File: src/rtl/init_reg_readback_pkg.sv
// rtl/init_reg_readback_pkg.sv - shared types and entry helpers for the init-table read-back verifier
package init_reg_readback_pkg;

  typedef enum logic [2:0] {
    ST_IDLE,
    ST_SETUP,
    ST_ACCESS,
    ST_NEXT,
    ST_DONE
  } state_t;

  localparam int ERR_CNT_W = 8;
  localparam logic [ERR_CNT_W-1:0] ERR_CNT_MAX = '1;

  function automatic logic [31:0] entry_addr(input logic [63:0] entry);
    return entry[63:32];
  endfunction

  function automatic logic [31:0] entry_data(input logic [63:0] entry);
    return entry[31:0];
  endfunction

endpackage

File: src/rtl/init_reg_readback.sv
// rtl/init_reg_readback.sv - walks the init table over APB reads and reports mismatches
module init_reg_readback
  import init_reg_readback_pkg::*;
#(
  parameter int N_INIT_REG     = 20,
  parameter int TIMEOUT_CYCLES = 1024
) (
  input  logic                          i_apb_clk,
  input  logic                          i_apb_rst_n,
  input  logic                          i_start,
  input  logic [N_INIT_REG-1:0][63:0]   i_init_reg,
  input  logic [N_INIT_REG-1:0]         i_skip_mask,
  output logic                          o_apb_psel,
  output logic                          o_apb_penable,
  output logic                          o_apb_pwrite,
  output logic [31:0]                   o_apb_paddr,
  input  logic                          i_apb_pready,
  input  logic [31:0]                   i_apb_prdata,
  input  logic                          i_apb_pslverr,
  output logic                          o_busy,
  output logic                          o_done,
  output logic                          o_pass,
  output logic [ERR_CNT_W-1:0]          o_err_cnt,
  output logic [$clog2(N_INIT_REG)-1:0] o_first_err_idx,
  output logic [31:0]                   o_first_err_data
);

  localparam int IDX_W = $clog2(N_INIT_REG);
  localparam int TMO_W = $clog2(TIMEOUT_CYCLES + 1);

  state_t           state, next_state;
  logic [IDX_W-1:0] idx;
  logic [IDX_W-1:0] disp_idx;
  logic [TMO_W-1:0] tmo_cnt;
  logic             last_entry;
  logic             tmo_hit;
  logic             access_end;
  logic             entry_fail;
  logic [31:0]      exp_data;

  // disp_idx is the entry about to be dispatched: 0 from IDLE, idx+1 from NEXT
  always_comb begin
    last_entry = (idx == IDX_W'(N_INIT_REG - 1));
    disp_idx   = (state == ST_IDLE) ? '0 : idx + 1'b1;
    exp_data   = entry_data(i_init_reg[idx]);
    tmo_hit    = !i_apb_pready && (tmo_cnt == TMO_W'(TIMEOUT_CYCLES - 1));
    access_end = i_apb_pready || tmo_hit;
    entry_fail = tmo_hit || i_apb_pslverr || (i_apb_prdata != exp_data);
  end

  always_ff @(posedge i_apb_clk or negedge i_apb_rst_n) begin
    if (!i_apb_rst_n) state <= ST_IDLE;
    else              state <= next_state;
  end

  always_comb begin
    next_state = state;
    case (state)
      ST_IDLE:   if (i_start) next_state = i_skip_mask[disp_idx] ? ST_NEXT : ST_SETUP;
      ST_SETUP:  next_state = ST_ACCESS;
      ST_ACCESS: if (access_end) next_state = ST_NEXT;
      ST_NEXT: begin
        if (last_entry)                 next_state = ST_DONE;
        else if (i_skip_mask[disp_idx]) next_state = ST_NEXT;
        else                            next_state = ST_SETUP;
      end
      ST_DONE:   next_state = ST_IDLE;
      default:   next_state = ST_IDLE;
    endcase
  end

  always_ff @(posedge i_apb_clk or negedge i_apb_rst_n) begin
    if (!i_apb_rst_n) begin
      idx              <= '0;
      tmo_cnt          <= '0;
      o_apb_paddr      <= '0;
      o_err_cnt        <= '0;
      o_first_err_idx  <= '0;
      o_first_err_data <= '0;
      o_pass           <= 1'b0;
    end else begin
      if (state == ST_IDLE && i_start) begin
        idx              <= '0;
        o_err_cnt        <= '0;
        o_first_err_idx  <= '0;
        o_first_err_data <= '0;
      end
      if (state == ST_NEXT && !last_entry) idx <= idx + 1'b1;
      if (next_state == ST_SETUP) o_apb_paddr <= entry_addr(i_init_reg[disp_idx]);

      if (state == ST_ACCESS && !access_end) tmo_cnt <= tmo_cnt + 1'b1;
      else                                   tmo_cnt <= '0;

      // first_err_* latch only on the first failure of the run
      if (state == ST_ACCESS && access_end && entry_fail) begin
        if (o_err_cnt != ERR_CNT_MAX) o_err_cnt <= o_err_cnt + 1'b1;
        if (o_err_cnt == '0) begin
          o_first_err_idx  <= idx;
          o_first_err_data <= i_apb_pready ? i_apb_prdata : 32'h0;
        end
      end
      if (state == ST_NEXT && last_entry) o_pass <= (o_err_cnt == '0);
    end
  end

  assign o_apb_psel    = (state == ST_SETUP) || (state == ST_ACCESS);
  assign o_apb_penable = (state == ST_ACCESS);
  assign o_apb_pwrite  = 1'b0;
  assign o_busy        = (state != ST_IDLE);
  assign o_done        = (state == ST_DONE);

endmodule

File: config.mk
export PLATFORM = sky130hd
export DESIGN_NAME = init_reg_readback
export DESIGN_NICKNAME = d
export VERILOG_FILES = /design/src/rtl/init_reg_readback_pkg.sv /design/src/rtl/init_reg_readback.sv
export SDC_FILE = /design/constraint.sdc
export NUM_CORES = 1
export LEC_CHECK = 0
export ABC_AREA = 1
export CAP_MARGIN = 10
export CORE_AREA = 2 2 555 557
export CTS_BUF_LIST = sky130_fd_sc_hd__clkbuf_4
export DETAILED_ROUTE_END_ITERATION = 6
export DIE_AREA = 0 0 557 559
export GPL_ROUTABILITY_DRIVEN = 0
export PLACE_DENSITY_LB_ADDON = 0.2
export SYNTH_ARGS = -nofsm -noshare
export SYNTH_HDL_FRONTEND = slang
export SYNTH_SLANG_ARGS = --single-unit
File: constraint.sdc
create_clock -name i_apb_clk -period 2.45 [get_ports i_apb_clk]
set_input_delay 0.245 -clock i_apb_clk [delete_from_list [all_inputs] [get_ports i_apb_clk]]
set_output_delay 0.245 -clock i_apb_clk [all_outputs]
set_load 0.05 [all_outputs]
### Yosys cells after proc, flatten, opt, wreduce, memory -nomap -nowiden

Index checks and enable logic that the tools add are counted.

| storage, ports and cells | value |
|---|---|
| register bits | 97 |
| bits in latches | 0 |
| bits in writable memories | 0 |
| ROM bits | 0 |
| input port bits | 1337 |
| output and inout port bits | 83 |
| logic and storage cells | 65 |
| memories | 0 |

| operators by class | value |
|---|---|
| $add $sub $neg | 3 |
| multipliers | 0 |
| divide/modulo/power cells | 0 |
| $lt $le $gt $ge | 2 |
| eq/ne operators | 9 |
| shift-type cells | 0 |
| muxes and demuxes | 25 |
| bitwise logic cells | 0 |
| reduce and logical (&&, ||, !) cells | 18 |

Operators by type and width:

| cell | number |
|---|---|
| 64-bit binary-select mux with 5-bit select | 2 |
| 32-bit 2-to-1 mux | 5 |
| 64-bit 2-to-1 mux | 1 |
| 32-bit != test | 1 |
| 5-bit 2-to-1 mux | 6 |
| 8-bit 2-to-1 mux | 3 |
| 5-bit by 6-bit less-than comparator with 1-bit output (second input constant) | 2 |
| 3-bit case mux with 4 select lines | 1 |
| 11-bit by 1-bit adder with 11-bit output (second input constant) | 1 |
| 11-bit by 10-bit equality test with 1-bit output (second input constant) | 1 |
| 11-bit 2-to-1 mux | 1 |
| 3-bit 2-to-1 mux | 3 |
| 8-bit by 1-bit adder with 8-bit output (second input constant) | 1 |
| 8-bit zero test | 1 |
| 8-bit != test (second input constant) | 1 |
| 1-bit logical AND | 7 |
| 3-bit by 1-bit equality test with 1-bit output (second input constant) | 2 |
| 3-bit by 2-bit equality test with 1-bit output (second input constant) | 2 |
| 5-bit by 1-bit adder with 5-bit output (second input constant) | 1 |
| 1-bit binary-select mux with 5-bit select | 1 |
| 5-bit equality test (second input constant) | 1 |
| 1-bit logical OR | 4 |
| 3-bit equality test (second input constant) | 1 |
| 1-bit zero test | 3 |
| other kinds (5) | 5 |

### Longest topological paths before layout

Gate-level depths: netlist of run 1.

| logic depth | value |
|---|---|
| word-level depth | 8 |
| gate-level depth with buffers | 24 |
| depth with buffers taken out | 21 |

### Worst setup path before layout of run 1

OpenSTA, ideal clock, no wires.

| path | value |
|---|---|
| kind | reg2reg |
| from | register state[2] |
| to | register o_apb_paddr[27] |
| library setup time | 0.078 ns |
| arrival | 2.607 ns |
| required time | 2.372 ns |
| path slack | -0.234 ns |
| stages on the path, launching flop included | 14 |
| path buffers | 3 |
| clock period less this slack | 2.684 ns |
| cells stage by stage | dfrtp_1 inv_1 nand3_1 nand2_1 buf_2 buf_2 buf_1 nand2_1 a31o_2 a21oi_1 o21ai_0 nand2_1 nor2_1 a21oi_1 |

| between the ends | value |
|---|---|
| longest elaborated chain between the ends | 8 |
| elaborated cells on any way between the ends | 15 |
| those cells by class | eq/ne: 4; mux: 10; reduce/logical: 1 |

RTL lines:

| item | RTL line | source |
|---|---|---|
| start: declaration | init_reg_readback.sv:31 | `state_t state, next_state;` |
| start signal: assignment | init_reg_readback.sv:53 | `else state <= next_state;` |
| 3-bit zero test | init_reg_readback.sv:44, init_reg_readback.sv:58 |  |
| 5-bit 2-to-1 mux | init_reg_readback.sv:44 | `disp_idx = (state == ST_IDLE) ? '0 : idx + 1'b1;` |
| 1-bit binary-select mux with 5-bit select | init_reg_readback.sv:59, init_reg_readback.sv:64 |  |
| 1-bit 2-to-1 mux (not written as such) | init_reg_readback.sv:59, init_reg_readback.sv:64 |  |
| 2-bit 2-to-1 mux | init_reg_readback.sv:59, init_reg_readback.sv:64 |  |
| 3-bit 2-to-1 mux, on equally long branches | init_reg_readback.sv:63, init_reg_readback.sv:59 |  |
| 3-bit case mux with 4 select lines | init_reg_readback.sv:58 | `case (state)` |
| 3-bit by 1-bit equality test with 1-bit output | init_reg_readback.sv:89 | `if (next_state == ST_SETUP) o_apb_paddr <= entry_addr(i_init_reg[disp_idx]);` |
| end signal: assignment | init_reg_readback.sv:89 |  |
| end: declaration | init_reg_readback.sv:16 | `output logic [31:0] o_apb_paddr,` |

Parallel ways exist; a longest one is shown, timed or not. The select of a mux whose other input is x is not followed.
A chain may end at the register's enable or synchronous reset.

### Final worst setup path of run 1

| path | value |
|---|---|
| from | register idx[0] |
| to | register o_apb_paddr[9] |

| between the ends | value |
|---|---|
| longest elaborated chain between the ends | 8 |
| elaborated cells on any way between the ends | 12 |
| those cells by class | add/sub: 1; eq/ne: 2; mux: 9 |

RTL lines:

| item | RTL line | source |
|---|---|---|
| start: declaration | init_reg_readback.sv:32 | `logic [IDX_W-1:0] idx;` |
| start signal: assignment | init_reg_readback.sv:88 | `if (state == ST_NEXT && !last_entry) idx <= idx + 1'b1;` |
| 5-bit by 1-bit adder with 5-bit output | init_reg_readback.sv:44 |  |
| 5-bit 2-to-1 mux | init_reg_readback.sv:44 |  |
| 1-bit binary-select mux with 5-bit select | init_reg_readback.sv:59, init_reg_readback.sv:64 |  |
| 1-bit 2-to-1 mux (not written as such) | init_reg_readback.sv:59, init_reg_readback.sv:64 |  |
| 2-bit 2-to-1 mux | init_reg_readback.sv:59, init_reg_readback.sv:64 |  |
| 3-bit 2-to-1 mux, on equally long branches | init_reg_readback.sv:63, init_reg_readback.sv:59 |  |
| 3-bit case mux with 4 select lines | init_reg_readback.sv:58 |  |
| 3-bit by 1-bit equality test with 1-bit output | init_reg_readback.sv:89 |  |

Parallel ways exist; a longest one is shown, timed or not. The select of a mux whose other input is x is not followed.

==> summary.md, run 1 <==
| Metric | Value |
|---|---|
| Die Wd | `557 um` |
| Main combinational cell family by area after synthesis | `simple AND/OR/NAND/NOR gates` |
| Worst r2r src | `idx[0]` |
| Initial drt markers | `around 2100` |
| Syn_nets | `5035` |
| Final nets | `6685` |
| WL per Instance | `26.6 um` |
| Finished Layout Cells | `9514` |
| Worst setup SP type | `flip-flop` |
| Row cnt | `just over 200` |
| Reg clk slew, reported paths | `0.33 ns` |
| Synth Area in Adders | `0.00269` |
| Multiplexer share of the synthesized area | `0.00114` |
| Vias in the first global route | `approximately 35000` |
| Total Wirelength | `approximately 250000 um` |
| Share of post-route cells with drive strength above 1 | `0.153` |
| Antenna violations before repair | `~130` |
| ANT nets after route | `0` |
| LEAKAGE | `roughly 0.019 uW` |
| Grt total ovfl | `0` |
| Initial core utilization | `0.0610` |
| TritonRoute pass-1 iters | `5` |
| Post-synthesis compound-gate area fraction | `0.232` |
| Worst Skew | `0.0985 ns` |
| Achievable Freq | `approximately 290 MHz` |
| RSZ-0062 raised after global routing | `yes` |
| Pin count of the biggest net entering global routing | `120` |
| Layout area overhead | `135%` |
| CTS root buf | `clkbuf_4` |
| Post-route minimum period | `around 3.5 ns` |
| Class of the worst hold path | `in -> reg` |
| TritonCTS buffer count | `9` |
| WL met3 | `15800 um` |
| DP Worst Slack | `-1.34 ns` |
| Finished Core Util | `0.143` |
| Final Hold Viols | `0` |
| Via count | `~33000` |
| IO Count | `between 1000 and 1500` |
| WP data required | `around 3.1 ns` |
| Crit path max fanout | `32` |
| CTS tree | `done` |
| Outcome | `complete, but fails checks` |
| Avg Cell Area, Syn | `slightly above 5 sq um` |
| DRC | `0` |
| Met1 WL | `88300 um` |
| Max_cap viols | `0` |
| Post-route cell area | `43600 sq um` |
| Die height | `between 500 and 600 um` |
| Critical Path AT | `4.14 ns` |
| Hold path start | `i_start` |
| CORE AREA | `~310000 sq um` |
| Seq/Total Area, Yosys | `0.130` |
| Port bufs | `between 1000 and 1500` |
| Slew @ Worst Pin | `around 0.94 ns` |
| PnR worst setup slack | `-1.01 ns` |
| Top Layer Used | `met5` |
| Final setup vio count | `78` |
| Yosys cell types | `44` |
| Pwr/cell area | `~1300 nW/um^2` |
| DR WL met2 | `136000 um` |
| Drt via density | `~3.5` |
| Fraction of the mapped netlist area in simple logic gates | `0.482` |
| Min Hold Slack | `around 0.33 ns` |
| Max-slew headroom | `0.374` |
| H-tree levels | `3` |
| Placed Cells | `roughly 9400` |
| Failing checks | `negative setup slack` |
| Kind of critical path | `reg -> reg` |
| Number of synthesized flops with an enable pin | `0` |
| Seq cells post-synth | `97` |
| Pins Over Slew Limit | `0` |
| Async set-reset flop share out of synthesis | `1.00` |
| Clock latency on the worst-skew pair | `0.77 ns` |
| Most used flip-flop cell after synthesis | `dfrtp_1` |
| VDD IR max | `about 0.79 mV` |
| Post-Syn Area | `18600 sq um` |
| Dpl hpwl | `between 200000 and 250000 um` |
| Setup crit end kind | `flip-flop` |
| First-pass GRT wire length | `323000 um` |
| Tcrit/Tclk final | `1.41` |
| DIE AREA | `between 300000 and 400000 sq um` |
| Num Clock Sinks | `97` |
| Cells after Synth | `between 3000 and 4000` |
| Placed cell area | `slightly above 40000 sq um` |
| Worst Setup SP | `idx[0]` |
| Post-Synth XOR/XNOR Area | `0.00424` |
| GRT Util Overall | `0.154` |
| Warnings, synthesis | `0` |
| Clock Tree Buf Depth | `2` |
==> registers in the layout (all words and copies together) (netlist names) <==
register,flops
o_err_cnt,8
idx,5
state,3
o_apb_paddr,32
o_first_err_idx,5
o_first_err_data,32
tmo_cnt,11
o_pass,1
==> area by class of cell <==
cell class	instances	area [sq um]
repair buffers	1935	20000
flip-flops and latches	97	2440
well taps	4100	5130
fillers	35500	261000
clock buffers	9	67.6
diodes	65	163
inverters	337	1320
clock inverters	7	81.3
multi-input cells	2964	14500
==> critical path, cell delays in order, from the launching register on <==
cell and delay (ns):
dfrtp_4 0.53, buf_12 0.13, clkinv_16 0.08, buf_4 0.18, buf_12 0.15, nand2_4 0.16, buf_12 0.16, buf_16 0.18
buf_12 0.20, nand2_1 0.16, and3_1 0.22, a31o_2 0.21, nand2_1 0.06, nand3_1 0.14, buf_4 0.22, nand3_1 0.14
a22oi_1 0.12, o21ai_1 0.14
==> path summary, 6_finish.rpt <==
path	end	slack, ns	depth (start not counted)
min	state[0]	0.33	4
min in group asynchronous	idx[4]	0.62	3
max in group asynchronous	idx[0]	0.29	4
max	o_apb_paddr[9]	-1.01	17
min reg2reg	tmo_cnt[0]	0.49	1
max reg2reg	o_apb_paddr[9]	-1.01	17
==> through the flow <==
step | power, uW | TNS (ns)
after floorplan | 23100 | 0
after global placement | 53500 | -89.24
after detailed placement | 53300 | -87.49
after CTS | 57000 | -73.72
after global routing | 61200 | -82.53
final | 56900 | -69.03
==> cell usage in the layout, fill, tap and decap left out, types with 16 or more instances in the layout <==
cell / instances
a21oi_1: 19
a22oi_1: 29
a31o_2: 17
and3_1: 18
buf_12: 101
buf_16: 16
buf_4: 374
buf_6: 23
clkdlybuf4s50_1: 1380
dfrtp_1: 93
diode_2: 65
dlygate4sd2_1: 16
inv_1: 309
inv_2: 16
nand2_1: 1193
nand2_2: 64
nand3_1: 346
nand3_2: 51
nor2_1: 478
o21ai_0: 342
o21ai_1: 85
o221ai_1: 57
o22ai_1: 104
o22ai_2: 29
==> logic make-up (layout without fill, tap and decap cells) <==
logic type | after synthesis | count (layout)
simple gates | 2218 | 2218
compound gates | 730 | 730
buf+inv | 633 | 2288
flops | 97 | 97
xor+xnor | 9 | 9
fa+ha+maj | 4 | 4
mux | 2 | 2
other cells | 1 | 66
==> what timing repair did <==
| action | CTS | global route |
|---|---|---|
| pin swaps | 6 | 34 |
| endpoints found under the setup margin | 98 | 81 |
| cloned | 6 | 15 |
| gates resized for setup | 183 | 197 |
| buffers inserted | 9 | 12 |
| hold buffers | 3 | 0 |
| endpoints found under the hold margin | 79 | 0 |
==> report_power, final <==
| group | total, uW | internal [uW] | switching, uW |
|---|---|---|---|
| registers | 2820 | 2180 | 635 |
| logic | 52900 | 20300 | 32500 |
| clock network | 1250 | 249 | 1000 |
| total | 56900 | 22700 | 34200 |
==> synth_stat cells, types with 2 or more instances <==
| cell | number | share of area |
|---|---|---|
| a21boi_0 | 2 | 0.00081 |
| a21oi_1 | 24 | 0.0065 |
| a22oi_1 | 30 | 0.012 |
| a31o_2 | 17 | 0.0080 |
| a32o_1 | 14 | 0.0075 |
| and3_1 | 18 | 0.0061 |
| buf_1 | 43 | 0.0087 |
| buf_2 | 66 | 0.018 |
| buf_4 | 26 | 0.010 |
| buf_6 | 26 | 0.016 |
| clkbuf_1 | 135 | 0.027 |
| clkinv_1 | 8 | 0.0016 |
| dfrtp_1 | 97 | 0.13 |
| ha_1 | 4 | 0.0027 |
| inv_1 | 323 | 0.065 |
| inv_2 | 6 | 0.0012 |
| nand2_1 | 1270 | 0.26 |
| nand3_1 | 402 | 0.11 |
| nand3b_1 | 5 | 0.0020 |
| nand4_1 | 7 | 0.0024 |
| nor2_1 | 497 | 0.10 |
| nor2_2 | 2 | 0.00067 |
| nor3_1 | 6 | 0.0016 |
| nor3b_1 | 5 | 0.0020 |
| o211ai_1 | 6 | 0.0024 |
| o21ai_0 | 377 | 0.10 |
| o21ai_1 | 61 | 0.016 |
| o221ai_1 | 61 | 0.029 |
| o22ai_1 | 134 | 0.045 |
| xnor2_1 | 5 | 0.0024 |
| xor2_1 | 4 | 0.0019 |
==> layer usage <==
layer / vias up / track usage
met5: - / 0
met4: 50 / 0.0717
met3: 361 / 0.0315
met2: 1502 / 0.301
met1: 15700 / 0.154
li1: 15400 / -
Power figures use the tool's default switching activity.
==> inputs of run 2 (changes only) <==
- PLACE_DENSITY_LB_ADDON: 0.2 -> not set
- SKIP_CTS_REPAIR_TIMING: not set -> 1
==> summary.md, run 2 (same netlist as run 1, synthesis figures left out) <==
| Metric | Value |
|---|---|
| Outcome | `complete, but fails checks` |
| Failing checks | `negative setup slack` |
| TritonRoute pass-1 iters | `6 (+1)` |
| Finished Core Util | `0.142 (-0.00133)` |
| Reg clk slew, reported paths | `0.22 ns (-0.11 ns)` |
| Met2 usage | `0.279 (-0.0224)` |
| Post-route minimum period | `3.34 ns (-0.116 ns)` |
| Dpl hpwl | `228000 um (+4.3%)` |
| Total Wirelength | `262000 um (+3.6%)` |
| Final setup vio count | `77 (-1.3%)` |
| Setup crit end kind | `flip-flop` |
| Slowest CP cell | `o21ai_0` |
| Placed cell area | `41200 sq um (-0.13%)` |
| Antenna violations before repair | `233 (+75%)` |
| Pwr/cell area | `1330 nW/um^2 (+2.1%)` |
| Port bufs | `1418 (unchanged)` |
| Die Wd | `557 um (unchanged)` |
| Initial core utilization | `0.0610 (unchanged)` |
| WP data required | `2.99 ns (-0.14 ns)` |
| Most frequent cells in the layout | `clkdlybuf4s50_1, nand2_1, nor2_1` |
| DRC | `0 (unchanged)` |
| IO Count | `1420 (unchanged)` |
| DIE AREA | `311000 sq um (unchanged)` |
| Share of post-route cells with drive strength above 1 | `0.145 (-0.00728)` |
| Filler instances | `35400 (-0.30%)` |
| Vias in the first global route | `32200 (-7.5%)` |
| Grt total ovfl | `0 (unchanged)` |
| Achievable Freq | `299 MHz (+3.5%)` |
| Num Clock Sinks | `97 (unchanged)` |
| Global route hottest layer | `met2` |
| Pin count of the biggest net entering global routing | `82 (-32%)` |
| Die height | `559 um (unchanged)` |
| First-pass GRT wire length | `319000 um (-1.4%)` |
| Worst setup SP type | `flip-flop` |
| ANT nets after route | `0 (unchanged)` |
| Clock Tree Buf Depth | `2 (unchanged)` |
| Post-route cell area | `43200 sq um (-0.93%)` |
| GRT Util Overall | `0.157 (+0.00277)` |
| Drt via density | `3.51 (+0.97%)` |
| CORE AREA | `305000 sq um (unchanged)` |
| WL per Instance | `27.4 um (+3.0%)` |
| Final nets | `6664 (-0.31%)` |
| DP Worst Slack | `-1.05 ns (+0.290 ns)` |
| Setup_tns | `-55.10 ns (+13.93 ns)` |
| Top flop regs | `o_apb_paddr (32), o_first_err_data (32), tmo_cnt (11)` |
| Clock latency on the worst-skew pair | `0.67 ns (-0.10 ns)` |
| Worst Skew | `0.0597 ns (-0.0389 ns)` |
| Row cnt | `203 (unchanged)` |
| CP peak stage delay | `0.91 ns (+0.38 ns)` |
| Max-slew headroom | `0.221 (-0.153)` |
| Pins Over Slew Limit | `0 (unchanged)` |
| Via count | `33600 (+1.5%)` |
| Max_cap viols | `0 (unchanged)` |
| RSZ-0062 raised after global routing | `yes` |
| Crit path max fanout | `15 (-53%)` |
| LEAKAGE | `0.0183 uW (-1.0%)` |
| Layout area overhead | `132%` |
| Placed Cells | `9380 (-0.096%)` |
| Initial drt markers | `3034 (+47%)` |
| VDD IR max | `0.999 mV (+26%)` |
| Finished Layout Cells | `9566 (+0.55%)` |
| Critical Path AT | `3.88 ns (-0.26 ns)` |
| CTS root buf | `clkbuf_4` |
| Final Hold Viols | `0 (unchanged)` |
| Commonest non-fill, non-tap cell in the layout | `clkdlybuf4s50_1` |
| Class of the worst hold path | `in -> async` |
| M3 GR Usage | `0.0690 (+0.0375)` |
| Met1 Usage GRT | `0.151 (-0.00302)` |
| H-tree levels | `3 (unchanged)` |
| CTS tree | `done` |
| Delay-heaviest family, CP | `compound AO/OA/AOI/OAI gates` |
| Buf/Inv on CP | `6 (-2)` |
| Slew @ Worst Pin | `1.16 ns (+0.217 ns)` |
| TritonCTS buffer count | `9 (unchanged)` |
| PnR worst setup slack | `-0.893 ns (+0.116 ns)` |
| Tcrit/Tclk final | `1.36 (-0.0472)` |
| Kind of critical path | `reg -> reg` |
| Cells along the critical path | `buf_12 -> inv_12 -> buf_12 -> nand2_4 -> clkinv_8 -> buf_4 -> o21ai_0 -> o22ai_1 -> nand2_1 -> nand3_1 -> buf_4 -> a22oi_1 -> o21ai_1` |
==> run 2: final cells by class <==
cell class	count	area, sq um	share of cell area
repair inverters	1	16.3	0.000376
repair buffers	1913	19700	0.455
multi-input cells	2964	14200	0.328
flip-flops and latches	97	2440	0.0564
clock buffers	9	67.6	0.00156
well taps	4100	5130	0.119
inverters	337	1320	0.0305
diodes	138	345	0.00799
clock inverters	7	76.3	0.00177
==> run 2: per-stage QoR <==
step	power [uW]	hold slack, ns
floorplan	23100	-0.0506
global placement	54600	0.308
detailed placement	54600	0.309
CTS	56000	-0.501
global route	61600	0.183
finish	57600	0.218
==> run 2: where the power goes <==
part,leakage [uW],total [uW],internal [uW],switching [uW]
sequential,0.00127,2590,2180,411
combinational,0.0170,53900,20300,33600
clock,0.0000801,1140,249,886
==> run 2: final timing paths <==
path	start	slack, ns	to	depth (start not counted)
max	idx[0]	-0.89	o_apb_paddr[9]	13
min reg2reg	tmo_cnt[0]	0.48	tmo_cnt[0]	1
min in group i_apb_clk	i_apb_prdata[19]	0.39	o_first_err_data[19]	5
min	i_apb_rst_n	0.22	o_err_cnt[2]	2
max reg2reg	idx[0]	-0.89	o_apb_paddr[9]	13
max in group asynchronous	i_apb_rst_n	1.51	o_apb_paddr[13]	3
==> run 2: layer usage <==
layer | vias up | part of all wire
li1 | 15500 | -
met5 | - | 0.0025
met3 | 597 | 0.12
met2 | 2089 | 0.49
met4 | 96 | 0.064
met1 | 15300 | 0.33
